### src/rtl/seg_pkg.sv
// Shared types and constants for the 7-segment scan controller.
//   scan_state_e : scan FSM states (IDLE / SHOW / GAP)
//   bcd_t        : one BCD nibble
//   BCD_W        : nibble width
//   BCD_MAX      : largest decodable BCD digit
package seg_pkg;

   localparam int unsigned BCD_W = 4;

   typedef logic [BCD_W-1:0] bcd_t;

   typedef enum logic [1:0] {
      ST_IDLE = 2'd0,
      ST_SHOW = 2'd1,
      ST_GAP  = 2'd2
   } scan_state_e;

   localparam bcd_t BCD_MAX = 4'd9;

endpackage

### src/rtl/seg_scan_ctrl_if.sv
// Update handshake between the counter core and the scan controller.
//   value_i   : packed BCD value, nibble k drives digit k
//   upd_i     : update request, value_i sampled while high
//   upd_ack_o : one-cycle pulse when the pending value becomes active
// master = value producer, slave = scan controller.
interface seg_scan_ctrl_if #(
   parameter int unsigned NUM_DIGITS = 4
);
   logic [4*NUM_DIGITS-1:0] value_i;
   logic                    upd_i;
   logic                    upd_ack_o;

   modport master (output value_i, output upd_i, input  upd_ack_o);
   modport slave  (input  value_i, input  upd_i, output upd_ack_o);
endinterface

### src/rtl/seg_scan_presc.sv
// Digit-slot prescaler. Counts 0..SCAN_DIV-1 within one slot and flags
// the last SHOW cycle and the last GAP cycle of the slot.
//   clk, rst   : clock, async active-high reset
//   clr        : hold the count at zero (scanner idle or stopping)
//   show_end_c : last cycle of the SHOW part of the slot
//   gap_end_c  : last cycle of the slot
module seg_scan_presc #(
   parameter int unsigned SCAN_DIV  = 1024,
   parameter int unsigned BLANK_CYC = 16
) (
   input  logic clk,
   input  logic rst,
   input  logic clr,
   output logic show_end_c,
   output logic gap_end_c
);
   localparam int unsigned PW       = (SCAN_DIV > 1) ? $clog2(SCAN_DIV) : 1;
   localparam int unsigned SHOW_LEN = SCAN_DIV - BLANK_CYC;

   logic [PW-1:0] cnt;

   // Slot counter, restarts at the end of every slot.
   always_ff @(posedge clk or posedge rst) begin
      if (rst) begin
         cnt <= '0;
      end else if (clr || gap_end_c) begin
         cnt <= '0;
      end else begin
         cnt <= cnt + PW'(1);
      end
   end

   assign show_end_c = (cnt == PW'(SHOW_LEN - 1));
   assign gap_end_c  = (cnt == PW'(SCAN_DIV - 1));
endmodule

### src/rtl/seg_scan_ctrl.sv
// Time-multiplexed 7-segment scan controller. Walks NUM_DIGITS digit slots,
// each SHOW (select + nibble) followed by a blank GAP. New values are taken
// through the update handshake and applied only at frame boundaries.
// Optional feature macro: SEG_SCAN_LZB_EN (leading-zero blanking).
//   clk, rst    : clock, async active-high reset
//   run_i       : scan enable, low forces IDLE
//   inv_i       : decoder polarity, registered to dec_inv_o
//   upd_if      : update handshake (value_i, upd_i, upd_ack_o)
//   bcd_o       : nibble to the decoder
//   dec_en_o    : decoder enable
//   dec_inv_o   : decoder invert
//   digit_sel_o : one-hot digit select, zero while blank
//   frame_o     : pulse on the last cycle of each frame
module seg_scan_ctrl
   import seg_pkg::*;
#(
   parameter int unsigned NUM_DIGITS = 4,
   parameter int unsigned SCAN_DIV   = 1024,
   parameter int unsigned BLANK_CYC  = 16
) (
   input  logic                  clk,
   input  logic                  rst,
   input  logic                  run_i,
   input  logic                  inv_i,
   seg_scan_ctrl_if.slave        upd_if,
   output bcd_t                  bcd_o,
   output logic                  dec_en_o,
   output logic                  dec_inv_o,
   output logic [NUM_DIGITS-1:0] digit_sel_o,
   output logic                  frame_o
);
   localparam int unsigned           IW       = $clog2(NUM_DIGITS);
   localparam int unsigned           VW       = BCD_W * NUM_DIGITS;
   localparam logic [IW-1:0]         IDX_LAST = IW'(NUM_DIGITS - 1);
   localparam logic [NUM_DIGITS-1:0] SEL_ONE  = NUM_DIGITS'(1);

   scan_state_e   state;
   logic [IW-1:0] idx;
   logic [VW-1:0] active;
   logic [VW-1:0] pending;
   logic          pend_flag;

   logic show_end_c;
   logic gap_end_c;
   logic suppress_c;
   bcd_t cur_nib_c;
   logic show_en_c;
   bcd_t nib [NUM_DIGITS];

   seg_scan_presc #(
      .SCAN_DIV  (SCAN_DIV),
      .BLANK_CYC (BLANK_CYC)
   ) u_presc (
      .clk        (clk),
      .rst        (rst),
      .clr        ((state == ST_IDLE) || !run_i),
      .show_end_c (show_end_c),
      .gap_end_c  (gap_end_c)
   );

   // Unpacked view of the active value, one entry per digit.
   for (genvar k = 0; k < NUM_DIGITS; k++) begin : g_nib
      assign nib[k] = active[BCD_W*k +: BCD_W];
   end

`ifdef SEG_SCAN_LZB_EN
   // Highest non-zero digit of the active value; digit 0 is never above it.
   logic [IW-1:0] top_nz;
   always_comb begin
      top_nz = '0;
      for (int unsigned k = 1; k < NUM_DIGITS; k++) begin
         if (nib[k] != '0) top_nz = IW'(k);
      end
   end
   assign suppress_c = (idx > top_nz);
`else
   assign suppress_c = 1'b0;
`endif

   assign cur_nib_c = nib[idx];
   assign show_en_c = (cur_nib_c <= BCD_MAX) && !suppress_c;

   // Scan FSM with registered outputs; outputs follow the state by one cycle.
   always_ff @(posedge clk or posedge rst) begin
      if (rst) begin
         state            <= ST_IDLE;
         idx              <= '0;
         active           <= '0;
         pending          <= '0;
         pend_flag        <= 1'b0;
         bcd_o            <= '0;
         dec_en_o         <= 1'b0;
         dec_inv_o        <= 1'b0;
         digit_sel_o      <= '0;
         frame_o          <= 1'b0;
         upd_if.upd_ack_o <= 1'b0;
      end else begin
         dec_inv_o        <= inv_i;
         frame_o          <= 1'b0;
         upd_if.upd_ack_o <= 1'b0;

         if (!run_i) begin
            state       <= ST_IDLE;
            idx         <= '0;
            bcd_o       <= '0;
            dec_en_o    <= 1'b0;
            digit_sel_o <= '0;
         end else begin
            unique case (state)
               ST_IDLE: begin
                  state       <= ST_SHOW;
                  idx         <= '0;
                  bcd_o       <= '0;
                  dec_en_o    <= 1'b0;
                  digit_sel_o <= '0;
               end
               ST_SHOW: begin
                  digit_sel_o <= SEL_ONE << idx;
                  bcd_o       <= cur_nib_c;
                  dec_en_o    <= show_en_c;
                  if (show_end_c) state <= ST_GAP;
               end
               ST_GAP: begin
                  // bcd_o deliberately holds the last shown nibble
                  digit_sel_o <= '0;
                  dec_en_o    <= 1'b0;
                  if (gap_end_c) begin
                     state <= ST_SHOW;
                     if (idx == IDX_LAST) begin
                        idx     <= '0;
                        frame_o <= 1'b1;
                        if (pend_flag) begin
                           active           <= pending;
                           pend_flag        <= 1'b0;
                           upd_if.upd_ack_o <= 1'b1;
                        end
                     end else begin
                        idx <= idx + IW'(1);
                     end
                  end
               end
               default: state <= ST_IDLE;
            endcase
         end

         // A write in the commit cycle refills pending and keeps the flag set.
         if (upd_if.upd_i) begin
            pending   <= upd_if.value_i;
            pend_flag <= 1'b1;
         end
      end
   end
endmodule

### src/flat_wrapper.sv
// flat-port wrapper written by rule: the top's interface ports become plain ports
module seg_scan_ctrl_flat import seg_pkg::*;
#(
   parameter int unsigned NUM_DIGITS = 4,
   parameter int unsigned SCAN_DIV   = 1024,
   parameter int unsigned BLANK_CYC  = 16
)
  (clk, rst, run_i, inv_i, bcd_o, dec_en_o, dec_inv_o, digit_sel_o, frame_o, upd_if_value_i, upd_if_upd_i, upd_if_upd_ack_o);
  seg_scan_ctrl_if #(.NUM_DIGITS(NUM_DIGITS)) upd_if_i ();
  input  logic clk;
  input  logic rst;
  input  logic run_i;
  input  logic inv_i;
  output bcd_t bcd_o;
  output logic dec_en_o;
  output logic dec_inv_o;
  output logic [NUM_DIGITS-1:0] digit_sel_o;
  output logic frame_o;
  input wire logic [$bits(upd_if_i.value_i)-1:0] upd_if_value_i;
  input wire logic [$bits(upd_if_i.upd_i)-1:0] upd_if_upd_i;
  output wire logic [$bits(upd_if_i.upd_ack_o)-1:0] upd_if_upd_ack_o;
  assign upd_if_i.value_i = upd_if_value_i;
  assign upd_if_i.upd_i = upd_if_upd_i;
  assign upd_if_upd_ack_o = upd_if_i.upd_ack_o;
  seg_scan_ctrl #(.NUM_DIGITS(NUM_DIGITS), .SCAN_DIV(SCAN_DIV), .BLANK_CYC(BLANK_CYC)) u_core (.clk(clk), .rst(rst), .run_i(run_i), .inv_i(inv_i), .upd_if(upd_if_i), .bcd_o(bcd_o), .dec_en_o(dec_en_o), .dec_inv_o(dec_inv_o), .digit_sel_o(digit_sel_o), .frame_o(frame_o));
endmodule
### config.mk
export PLATFORM = sky130hd
export DESIGN_NAME = seg_scan_ctrl_flat
export DESIGN_NICKNAME = d
export VERILOG_FILES = /design/src/rtl/seg_pkg.sv /design/src/rtl/seg_scan_ctrl_if.sv /design/src/rtl/seg_scan_presc.sv /design/src/rtl/seg_scan_ctrl.sv /design/src/flat_wrapper.sv
export SDC_FILE = /design/constraint.sdc
export NUM_CORES = 1
export LEC_CHECK = 0
export CAP_MARGIN = 20
export CELL_PAD_IN_SITES_DETAIL_PLACEMENT = 1
export CELL_PAD_IN_SITES_GLOBAL_PLACEMENT = 1
export CORE_MARGIN = 2
export CORE_UTILIZATION = 51
export DETAILED_ROUTE_END_ITERATION = 10
export DONT_BUFFER_PORTS = 1
export PLACE_DENSITY = 0.88
export REMOVE_ABC_BUFFERS = 1
export SETUP_SLACK_MARGIN = 0.5
export SYNTH_ARGS = -nofsm -noshare
export SYNTH_HDL_FRONTEND = slang
export SYNTH_SLANG_ARGS = --single-unit
export TNS_END_PERCENT = 5
### constraint.sdc
create_clock -name clk -period 2.25 [get_ports clk]
set_clock_uncertainty 0.05 [all_clocks]
set_input_delay 0.3375 -clock clk [delete_from_list [all_inputs] [get_ports clk]]
set_output_delay 0.3375 -clock clk [all_outputs]
set_load 0.02 [all_outputs]
==> Flow_metrics.wiki <==
{| class="wikitable"
! Metric !! Value
|-
| Number of synthesized register bits || 59
|-
| Smallest setup slack after layout || 0.458 ns
|-
| Top_reg_cell synth || sky130_fd_sc_hd__dfrtp_1
|-
| Cell Area, Placed || 0.00268 mm2
|-
| Syn. warnings || 0
|-
| Boundary Pins || 33
|-
| Part of the cycle the worst path needs || 0.797
|-
| Highest routed metal layer || met4
|-
| Total overflow reported by the global router || 0
|-
| Post-synth cell types || 38
|-
| Routed Antenna Nets || 0
|-
| HPWL reported at the end of detailed placement || 3.84 mm
|-
| R2r endpoint || u_core.active[0]
|-
| CTS buffer count || 9
|-
| Ratio of cells with drive above 1 in the final layout || 0.382
|-
| CP Cell Sequence || nand4_4 > nor3_4 > and4_4 > bufbuf_16 > mux2_4
|-
| Setup Slack @ Placement || 0.152 ns
|-
| Max Clock Freq || 558 MHz
|-
| Mean number of vias per cell || 5.66
|-
| Area growth from synthesis to layout || 19.4%
|-
| Relative slew slack || 0.616
|-
| Fraction of power consumed by the clock network || 0.469
|-
| Area of all placed cells without fillers || 0.00308 mm2
|-
| Level count of the clock H-tree || 3
|-
| Wire length of the first global-routing pass || 9.85 mm
|-
| Maximum resistive drop on vdd || 495 uV
|-
| Master cell of the clock root buffer || sky130_fd_sc_hd__clkbuf_8
|-
| Number of cells traversed by the worst hold path || 1
|-
| Combinational cell fraction of total power || 0.037
|-
| Wire length on met2 || 3.24 mm
|-
| Met1 WL || 2.48 mm
|-
| Worst reg-to-reg setup slack || 0.46 ns
|-
| Crit path time final || 1.79 ns
|-
| Number of antenna violations at the first check in global routing || 0
|-
| Launch instance of the worst min-delay path || run_i
|-
| Critical path data required time || 2.42 ns
|-
| Sink Count || 59
|-
| Slew at the pin with the worst max-slew slack || 0.575 ns
|-
| End point of the worst hold path || u_core.state[0]
|-
| Via count of the first global-routing pass || 1820
|-
| Via count || 1608
|-
| Fin. Hold Viols || 0
|-
| Remaining DRCs || 0
|-
| Sw Share || 0.217
|-
| Result of the run || completed
|-
| Global placement routability congestion || 0.786
|-
| Delay of the slowest critical-path stage || 0.42 ns
|-
| Depth of the most critical reg-to-reg path || 5
|-
| Die boundary width || 75.1 um
|-
| CTS tree || built
|-
| Max-slew violation count || 0
|-
| Routed wire length || 6.20 mm
|-
| Area of the mapped netlist || 0.00258 mm2
|-
| Final setup violation count || 0
|-
| Commonest cells after routing, fill and taps aside || 54 x sky130_fd_sc_hd__dfrtp_1, 22 x sky130_fd_sc_hd__mux2_2, 16 x sky130_fd_sc_hd__nor2_1
|-
| Synthesized instance count || 189
|-
| Clock-pin slew on the worst setup and hold paths || 0.07 ns
|-
| Synthesized area per cell || 13.6 um2
|-
| Number of synthesized flops with an enable pin || 0
|-
| Clock latency reported for the late side of the worst-skew pair || 0.34 ns
|-
| Largest net degree at the start of global routing || 35
|-
| All-Layer GR Usage || 0.255
|-
| IO Port Bufs || 0
|-
| Initial DRC Count || 91
|-
| CORE AREA || 0.00479 mm2
|-
| Pre-Repair DR Iteration Count || 4
|-
| Wirelength per Cell || 21.8 um
|-
| Fill count || 453
|-
| Floorplan die area || 0.00564 mm2
|-
| CP Data Arrival Time || 1.96 ns
|-
| Proportion of power drawn by flip-flops and latches || 0.493
|-
| Worst-path maximum fanout || 8
|-
| Max-capacitance violation count || 0
|-
| Detailed route wirelength on metal3 || 359 um
|-
| Share of flip-flops with an asynchronous set or reset after synthesis || 1.00
|-
| Number of antenna cells inserted || 0
|-
| Launching element type of the critical path || flip-flop
|-
| RSZ-0062 raised after global routing || true
|-
| Sequential area share after synthesis || 0.573
|-
| PwrDens || 739 mW/mm2
|-
| Die Ht || 75.1 um
|-
| Sum Neg Setup Slack || 0 ns
|-
| Starting density of the core || 0.539
|-
| Sequential cell area || 0.00148 mm2
|-
| Switching power of the nets || 493 uW
|-
| Clock buffer depth || 2
|-
| Category of the critical setup timing path || flip-flop to flip-flop
|-
| Net count, final || 239
|-
| Slowest cell on the critical path || sky130_fd_sc_hd__dfrtp_1
|-
| Most common library cell in the layout ignoring fill and taps || sky130_fd_sc_hd__dfrtp_1
|-
| Design internal power || 1.78 mW
|-
| Static leakage power || 1.37 nW
|-
| Category of the worst setup path capture point || flip-flop
|-
| Reg-to-reg critical path startpoint || u_core.u_presc.cnt[8]
|-
| Hold Crit Class || primary input to flip-flop
|-
| Multi-input logic area || 0.00108 mm2
|-
| Number of rows in the core area || 25
|}
worst max path at each step:
stage,end,slack (ns),startpoint,depth (start not counted)
global placement,u_core.active[12],0.27,u_core.u_presc.cnt[0],6
detailed placement,u_core.active[14],0.15,u_core.u_presc.cnt[0],6
CTS,u_core.active[0],0.48,u_core.u_presc.cnt[1],6
finish,u_core.active[0],0.46,u_core.u_presc.cnt[8],5
global route,u_core.active[0],0.41,u_core.u_presc.cnt[8],5
floorplan,u_core.active[10],0.04,u_core.u_presc.cnt[0],5
final cells by class:
class                   instances  share of cell area
flip-flops and latches         59               0.482
multi-input cells             118               0.350
repair buffers                 19              0.0642
clock buffers                  10              0.0447
well taps                      67              0.0272
clock inverters                 5              0.0252
inverters                       6             0.00732
cell usage after synthesis (all sizes together), types with 3 or more instances:
cell type / n / share of area
o21ai: 3 / 0.0058
nand3: 6 / 0.014
buf: 3 / 0.014
clkbuf: 3 / 0.0044
xnor2: 3 / 0.010
nor2: 17 / 0.025
mux4: 4 / 0.035
nor3: 3 / 0.010
a22oi: 4 / 0.012
nor2b: 5 / 0.012
a21oi: 3 / 0.0058
nand2: 8 / 0.012
dfrtp: 59 / 0.57
mux2i: 5 / 0.019
ha: 5 / 0.024
inv: 6 / 0.0087
mux2: 32 / 0.15
xor2: 3 / 0.010
critical path, delay by kind of cell, from the launching register on:
kind	cells	cell delay [ns]
buffers and inverters	1	0.28
DFF	1	0.42
muxes	1	0.30
and+or+nand+nor	3	0.61
what timing repair did:
item,CTS,global route
hold endpoints to repair,26,0
buffers inserted,11,0
endpoints found under the setup margin,21,18
pin swaps,3,0
gates resized for setup,13,2
cloned,1,0
hold buffers,2,0
through the flow:
step                       util  total power, mW  hold WS [ns]  instances
after floorplan               -             1.19         0.319        183
after global placement    0.559             1.21         0.251        255
after detailed placement  0.559             1.22         0.267        255
after CTS                 0.643             2.28        0.0697        284
after global routing      0.643             2.36        0.0743        284
final                     0.643             2.27        0.0754        284
sequential cells by signal, summed over array words and instances (netlist names):
signal                   cells
u_core.digit_sel_o           4
u_core.dec_inv_o             1
u_core.pend_flag             1
u_core.idx                   2
u_core.dec_en_o              1
u_core.frame_o               1
u_core.active               16
u_core.bcd_o                 4
u_core.state                 2
u_core.pending              16
u_core.u_presc.cnt          10
u_core.upd_if.upd_ack_o      1
power by group through the flow:
stage                     clock network (mW)  logic, mW  registers [mW]
after floorplan                            0     0.0584            1.13
after global placement                     0     0.0719            1.14
after detailed placement                   0     0.0776            1.14
after CTS                               1.07     0.0858            1.12
after global routing                    1.14     0.0937            1.13
final                                   1.07     0.0847            1.12
layer usage:
metal	up-vias	global-route usage
met4	0	0.135
met3	10	0.0736
li1	713	-
met2	62	0.423
met5	-	0
met1	823	0.299
kinds of logic (layout without fill, tap and decap cells):
logic type / Yosys count / in the layout / share of synthesized area
compound gates: 17 / 17 / 0.0461
flops: 59 / 59 / 0.573
simple gates: 49 / 49 / 0.101
xor+xnor: 6 / 6 / 0.0204
buf+inv: 12 / 40 / 0.0267
fa+ha+maj: 5 / 5 / 0.0243
mux: 41 / 41 / 0.209
Note: power is estimated with default switching activity, not from simulation.
